File: config.mk
export PLATFORM = sky130hd
export DESIGN_NAME = int_div_iterative
export DESIGN_NICKNAME = d
export VERILOG_FILES = /design/src/rtl/int_div_iterative_pkg.sv /design/src/rtl/int_div_iterative_dpath.sv /design/src/rtl/int_div_iterative.sv
export SDC_FILE = /design/constraint.sdc
export NUM_CORES = 1
export LEC_CHECK = 0
export ABC_CLOCK_PERIOD_IN_PS = 8100
export CELL_PAD_IN_SITES_DETAIL_PLACEMENT = 1
export CELL_PAD_IN_SITES_GLOBAL_PLACEMENT = 2
export CORE_MARGIN = 3
export CORE_UTILIZATION = 36
export DETAILED_ROUTE_END_ITERATION = 8
export PLACE_DENSITY = 0.95
export SYNTH_ARGS = -nofsm -noshare
export SYNTH_HDL_FRONTEND = slang
export SYNTH_HIERARCHICAL = 1
export SYNTH_SLANG_ARGS = --single-unit
File: constraint.sdc
create_clock -name clk -period 8.1 [get_ports clk]
set_input_delay 2.43 -clock clk [delete_from_list [all_inputs] [get_ports clk]]
set_output_delay 2.43 -clock clk [all_outputs]
set_load 0.01 [all_outputs]
File: src/rtl/int_div_iterative_pkg.sv
// Shared definitions for the iterative integer divider: FSM encodings,
// operation-kind encoding and the position of each half in the 2W-bit result.
package int_div_iterative_pkg;

  typedef enum logic [1:0] {
    IDLE = 2'd0,
    CALC = 2'd1,
    DONE = 2'd2
  } state_e;

  localparam logic FN_UNSIGNED = 1'b0;
  localparam logic FN_SIGNED   = 1'b1;

  // Result halves are W bits wide; the field index scales by W at the use site.
  localparam int QUOT_FIELD = 0;
  localparam int REM_FIELD  = 1;

endpackage

File: src/rtl/int_div_iterative_dpath.sv
// Divider datapath: restoring shift/subtract on magnitudes, iteration counter,
// and output-side sign / divide-by-zero correction.
module int_div_iterative_dpath
  import int_div_iterative_pkg::*;
#(
  parameter int W = 32
) (
  input  logic           clk,
  input  logic           reset,
  input  logic           load,
  input  logic           calc,
  input  logic           fn,
  input  logic [W-1:0]   a,
  input  logic [W-1:0]   b,
  output logic           counter_is_zero,
  output logic [2*W-1:0] result
);

  localparam int CNT_W = $clog2(W);

  function automatic logic [W-1:0] negate_if(input logic [W-1:0] v, input logic en);
    return en ? (W'(0) - v) : v;
  endfunction

  logic [2*W-1:0] r_q, r_d;
  logic [W-1:0]   b_mag_q, b_mag_d;
  logic [W-1:0]   a_q, a_d;
  logic [CNT_W-1:0] cnt_q, cnt_d;
  logic           neg_quo_q, neg_quo_d;
  logic           neg_rem_q, neg_rem_d;
  logic           dbz_q, dbz_d;
  logic           result_vld_q, result_vld_d;

  logic           is_signed;
  logic [W-1:0]   a_mag, b_mag;
  logic [W:0]     rem_ext;
  logic           no_borrow;
  logic [W-1:0]   diff;
  logic [W-1:0]   quo, rem;

  assign is_signed = (fn == FN_SIGNED);
  assign a_mag = (is_signed && a[W-1]) ? (W'(0) - a) : a;
  assign b_mag = (is_signed && b[W-1]) ? (W'(0) - b) : b;

  // The bit shifted out of the top is kept so divisors >= 2^(W-1) still work.
  assign rem_ext   = r_q[2*W-1:W-1];
  assign no_borrow = (rem_ext >= {1'b0, b_mag_q});
  assign diff      = rem_ext[W-1:0] - b_mag_q;

  assign counter_is_zero = (cnt_q == '0);

  always_comb begin
    r_d          = r_q;
    b_mag_d      = b_mag_q;
    a_d          = a_q;
    cnt_d        = cnt_q;
    neg_quo_d    = neg_quo_q;
    neg_rem_d    = neg_rem_q;
    dbz_d        = dbz_q;
    result_vld_d = result_vld_q;
    if (load) begin
      r_d       = {{W{1'b0}}, a_mag};
      b_mag_d   = b_mag;
      a_d       = a;
      cnt_d     = CNT_W'(W - 1);
      neg_quo_d = is_signed && (a[W-1] ^ b[W-1]);
      neg_rem_d = is_signed && a[W-1];
      dbz_d     = (b == '0);
    end else if (calc) begin
      r_d   = {(no_borrow ? diff : rem_ext[W-1:0]), r_q[W-2:0], no_borrow};
      cnt_d = cnt_q - CNT_W'(1);
      if (counter_is_zero) result_vld_d = 1'b1;
    end
  end

  always_ff @(posedge clk) begin
    if (reset) begin
      r_q          <= '0;
      b_mag_q      <= '0;
      a_q          <= '0;
      cnt_q        <= '0;
      neg_quo_q    <= 1'b0;
      neg_rem_q    <= 1'b0;
      dbz_q        <= 1'b0;
      result_vld_q <= 1'b0;
    end else begin
      r_q          <= r_d;
      b_mag_q      <= b_mag_d;
      a_q          <= a_d;
      cnt_q        <= cnt_d;
      neg_quo_q    <= neg_quo_d;
      neg_rem_q    <= neg_rem_d;
      dbz_q        <= dbz_d;
      result_vld_q <= result_vld_d;
    end
  end

  // Divide-by-zero overrides the magnitude path; remainder is the original dividend.
  assign quo = dbz_q ? {W{1'b1}} : negate_if(r_q[W-1:0], neg_quo_q);
  assign rem = dbz_q ? a_q : negate_if(r_q[2*W-1:W], neg_rem_q);

  always_comb begin
    result = '0;
    if (result_vld_q) begin
      result[QUOT_FIELD*W +: W] = quo;
      result[REM_FIELD*W +: W]  = rem;
    end
  end

endmodule

File: src/rtl/int_div_iterative.sv
// Iterative restoring divider top: val/rdy request/response control FSM
// around the shift/subtract datapath. Result is {remainder, quotient}.
module int_div_iterative
  import int_div_iterative_pkg::*;
#(
  parameter int W = 32
) (
  input  logic           clk,
  input  logic           reset,
  input  logic           divreq_msg_fn,
  input  logic [W-1:0]   divreq_msg_a,
  input  logic [W-1:0]   divreq_msg_b,
  input  logic           divreq_val,
  output logic           divreq_rdy,
  output logic [2*W-1:0] divresp_msg_result,
  output logic           divresp_val,
  input  logic           divresp_rdy
);

  state_e state_q, state_d;
  logic   divreq_rdy_q, divreq_rdy_d;
  logic   divresp_val_q, divresp_val_d;
  logic   accept;
  logic   counter_is_zero;

  assign accept      = divreq_val && divreq_rdy_q;
  assign divreq_rdy  = divreq_rdy_q;
  assign divresp_val = divresp_val_q;

  always_comb begin
    state_d = state_q;
    case (state_q)
      IDLE:    if (accept) state_d = CALC;
      CALC:    if (counter_is_zero) state_d = DONE;
      DONE:    if (divresp_rdy) state_d = IDLE;
      default: state_d = IDLE;
    endcase
    divreq_rdy_d  = (state_d == IDLE);
    divresp_val_d = (state_d == DONE);
  end

  always_ff @(posedge clk) begin
    if (reset) begin
      state_q       <= IDLE;
      divreq_rdy_q  <= 1'b1;
      divresp_val_q <= 1'b0;
    end else begin
      state_q       <= state_d;
      divreq_rdy_q  <= divreq_rdy_d;
      divresp_val_q <= divresp_val_d;
    end
  end

  int_div_iterative_dpath #(.W(W)) u_dpath (
    .clk             (clk),
    .reset           (reset),
    .load            (accept),
    .calc            (state_q == CALC),
    .fn              (divreq_msg_fn),
    .a               (divreq_msg_a),
    .b               (divreq_msg_b),
    .counter_is_zero (counter_is_zero),
    .result          (divresp_msg_result)
  );

endmodule

==> summary.txt <==
Outcome
  – Status: completed

Placement
  – Placed insts: 1770
  – Gpl congestion: 0.848
  – DP HPWL: 23500 µm
  – Port buffer count: 134

CTS
  – Post-CTS sizing: 0
  – Worst-Skew Late Latency: 0.43 ns
  – CTS buffer count: 17
  – CTS tree: built
  – Root Buffer Master: clkbuf_16
  – CTS Sinks: 141
  – Clock Path Buffers: 2
  – Post-CTS Setup Repair Bufs: 0
  – Clock slew at reported path FFs: 0.07 ns
  – Hold Buf Count CTS: 0
  – CTS H-tree depth: 4

Drt
  – Total Routed Length: 31600 µm
  – Remaining DRCs: 0
  – Initial DRC Count: 545
  – Vias per inst: 5.42
  – Routed wire per std cell: 17.6 µm
  – DRT Pass-1 Iters: 5
  – Routed Antenna Nets: 0
  – Vias post-DR: 9768

Min path
  – Worst Hold Class: flip-flop to flip-flop

Setup path
  – Setup CP Type: flip-flop to output port
  – Worst setup EP type: output port
  – Max Fanout on Critical Path: 8
  – CP arrival: 3.96 ns
  – Startpoint Class: flip-flop
  – Critical Path RT: 5.67 ns

Pwr
  – PD cells: 199 nW/µm²
  – VDD IR max: 0.000139 V
  – Leakage: 4.65 nW
  – Tot Pwr: 0.00249 W

Yosys
  – Commonest cells post-synth: 141 x dfxtp_1, 133 x nor2_1, 110 x nand2_1
  – Post-synth EDFFs: 0
  – Avg Cell Area, Syn: 7.73 µm²
  – Unique cell type count in the Yosys netlist: 62
  – Syn nets: 1442
  – Post-Syn Instances: 1334
  – Count leader, synth: dfxtp_1
  – Mapped Area: 10300 µm²
  – Ranking of synthesized cells by area: dfxtp_1 27%, xor2_1 6.6%, mux2i_1 6.0%, xnor2_1 5.9%, nor2_1 4.8%
  – Sequential share of the synthesized area: 0.274
  – Async SR Flop Fraction: 0
  – Post-synth top area cell: dfxtp_1
  – Number of synthesized register bits: 141
  – Area share of the largest cell type after synthesis: 0.274
  – Ys flop type: dfxtp_1
  – Synth warn: 6

Final layout
  – Diodes inserted: 0
  – Non-Filler Instances: 1802
  – Area Growth Syn to Fin: 21.0%
  – Multi-input logic area: 7010 µm²
  – Fraction of layout cells with a size suffix above 1: 0.0393
  – FF+latch area: 2830 µm²
  – Post-layout nets: 1519
  – Fillers: 3410

STA
  – Highest clock rate: 0.157 GHz
  – Worst slew pin tran: 1.19 ns
  – Fin crit share: 0.789
  – Fin crit period: 6.39 ns
  – Final Hold Fails: 0
  – RSZ-0062 raised after global routing: false
  – Slew Limit Fails: 0
  – Final setup TNS: 0 ns
  – Setup Skew: 0.0169 ns
  – Slew Limit Headroom: 0.206
  – Final setup vio count: 0

GRT
  – First-pass GRT wire length: 51000 µm
  – Pin count of the biggest net entering global routing: 90
  – Vias in the first global route: 9798
  – GRT met2 Usage: 0.341
  – Gr busiest metal: met2
  – Met3 global-route usage: 0.0253
  – M1 GR Usage: 0.270
  – Global route overflow: 0
  – Initial antenna violation count: 0
  – Tot GR Track Use: 0.200

Die
  – Die Width: 175 µm
  – Num ports: 135
  – Core box area: 28000 µm²
  – Cell row count: 61
  – Die area: 30700 µm²
  – Initial Utilization: 0.368
  – Die Span Y: 175 µm

Job
  – Max_cap viols: 0
-- per-layer routing --
metal  wire (µm)  up-vias
met5           0        -
met4         488        0
met3        1000       31
met2       14900      167
met1       15300     4664
li1            -     4906
-- final cells by class --
cell class | instances | area share
clock buffers | 17 | 0.0341
clock inverters | 15 | 0.0139
inverters | 50 | 0.0150
multi-input cells | 1061 | 0.562
flip-flops and latches | 141 | 0.226
well taps | 378 | 0.0379
repair buffers | 140 | 0.111
-- worst max-delay path: stages (launching register included) --
cell and delay [ns]:
dfxtp_1 0.39, or4_4 0.58, or4_1 0.43, or2_1 0.25
or3_4 0.38, or3_4 0.38, o31ai_4 0.19, xor2_1 0.17
o21ai_1 0.09, and2_1 0.19, clkdlybuf4s50_1 0.48
-- cells by family (layout without fill, tap and decap cells) --
group | after synthesis | count (layout) | share of synthesized area
buffers and inverters | 132 | 222 | 0.0483
AOI/OAI and AO/OA | 402 | 402 | 0.252
xor gates and xnor gates | 147 | 147 | 0.125
muxes | 62 | 62 | 0.0602
adders and majority gates | 39 | 39 | 0.0480
and+or+nand+nor | 411 | 411 | 0.193
DFF | 141 | 141 | 0.274
-- per-stage QoR --
stage               area (µm²)  hold WS, ns  worst slack [ns]  utilization
floorplan                10300        0.441              2.82            -
global placement         11900        0.453              2.24        0.424
detailed placement       11900        0.464              2.16        0.424
CTS                      12500        0.472              1.70        0.446
global route             12500        0.491              1.45        0.446
finish                   12500        0.470              1.71        0.446
-- sequential cells by signal (all words and copies together), names as in the netlist --
register	cells
u_dpath/b_mag_q	32
divresp_val	1
u_dpath/neg_rem_q	1
u_dpath/result_vld_q	1
u_dpath/neg_quo_q	1
u_dpath/r_q	64
u_dpath/cnt_q	5
divreq_rdy	1
state_q	2
u_dpath/a_q	32
u_dpath/dbz_q	1
-- cell usage in the layout, fill, tap and decap left out, drive strengths merged, types with 9 or more instances in the layout --
cell,count
a211oi,55
a21o,13
a21oi,88
and2,36
clkbuf,17
clkdlybuf4s50,133
dfxtp,141
ha,38
inv,59
mux2i,62
nand2,110
nand2b,10
nand3,11
nor2,133
nor2b,23
nor3,16
nor4,9
o21a,36
o21ai,99
o22ai,29
o31ai,25
o41ai,18
or3,25
or4,14
xnor2,69
xor2,78
-- final timing paths --
path                                          start                      to  slack, ns  cells past startpoint
worst min register to register  u_dpath/b_mag_q[31]     u_dpath/b_mag_q[31]       0.47                      2
worst min-delay path            u_dpath/b_mag_q[31]     u_dpath/b_mag_q[31]       0.47                      2
worst max-delay path                u_dpath/r_q[46]  divresp_msg_result[63]       1.71                     10
worst max register to register      u_dpath/r_q[31]         u_dpath/r_q[62]       4.36                     13
-- where the power goes --
group | leakage [nW] | switching [W] | internal, W | total (W)
logic | 3.19 | 0.000494 | 0.000354 | 0.000848
clock network | 0.294 | 0.000343 | 0.000466 | 0.000809
registers | 1.16 | 0.0000772 | 0.000755 | 0.000832
total | 4.65 | 0.000915 | 0.00157 | 0.00249
(Power assumes the default switching activity.)
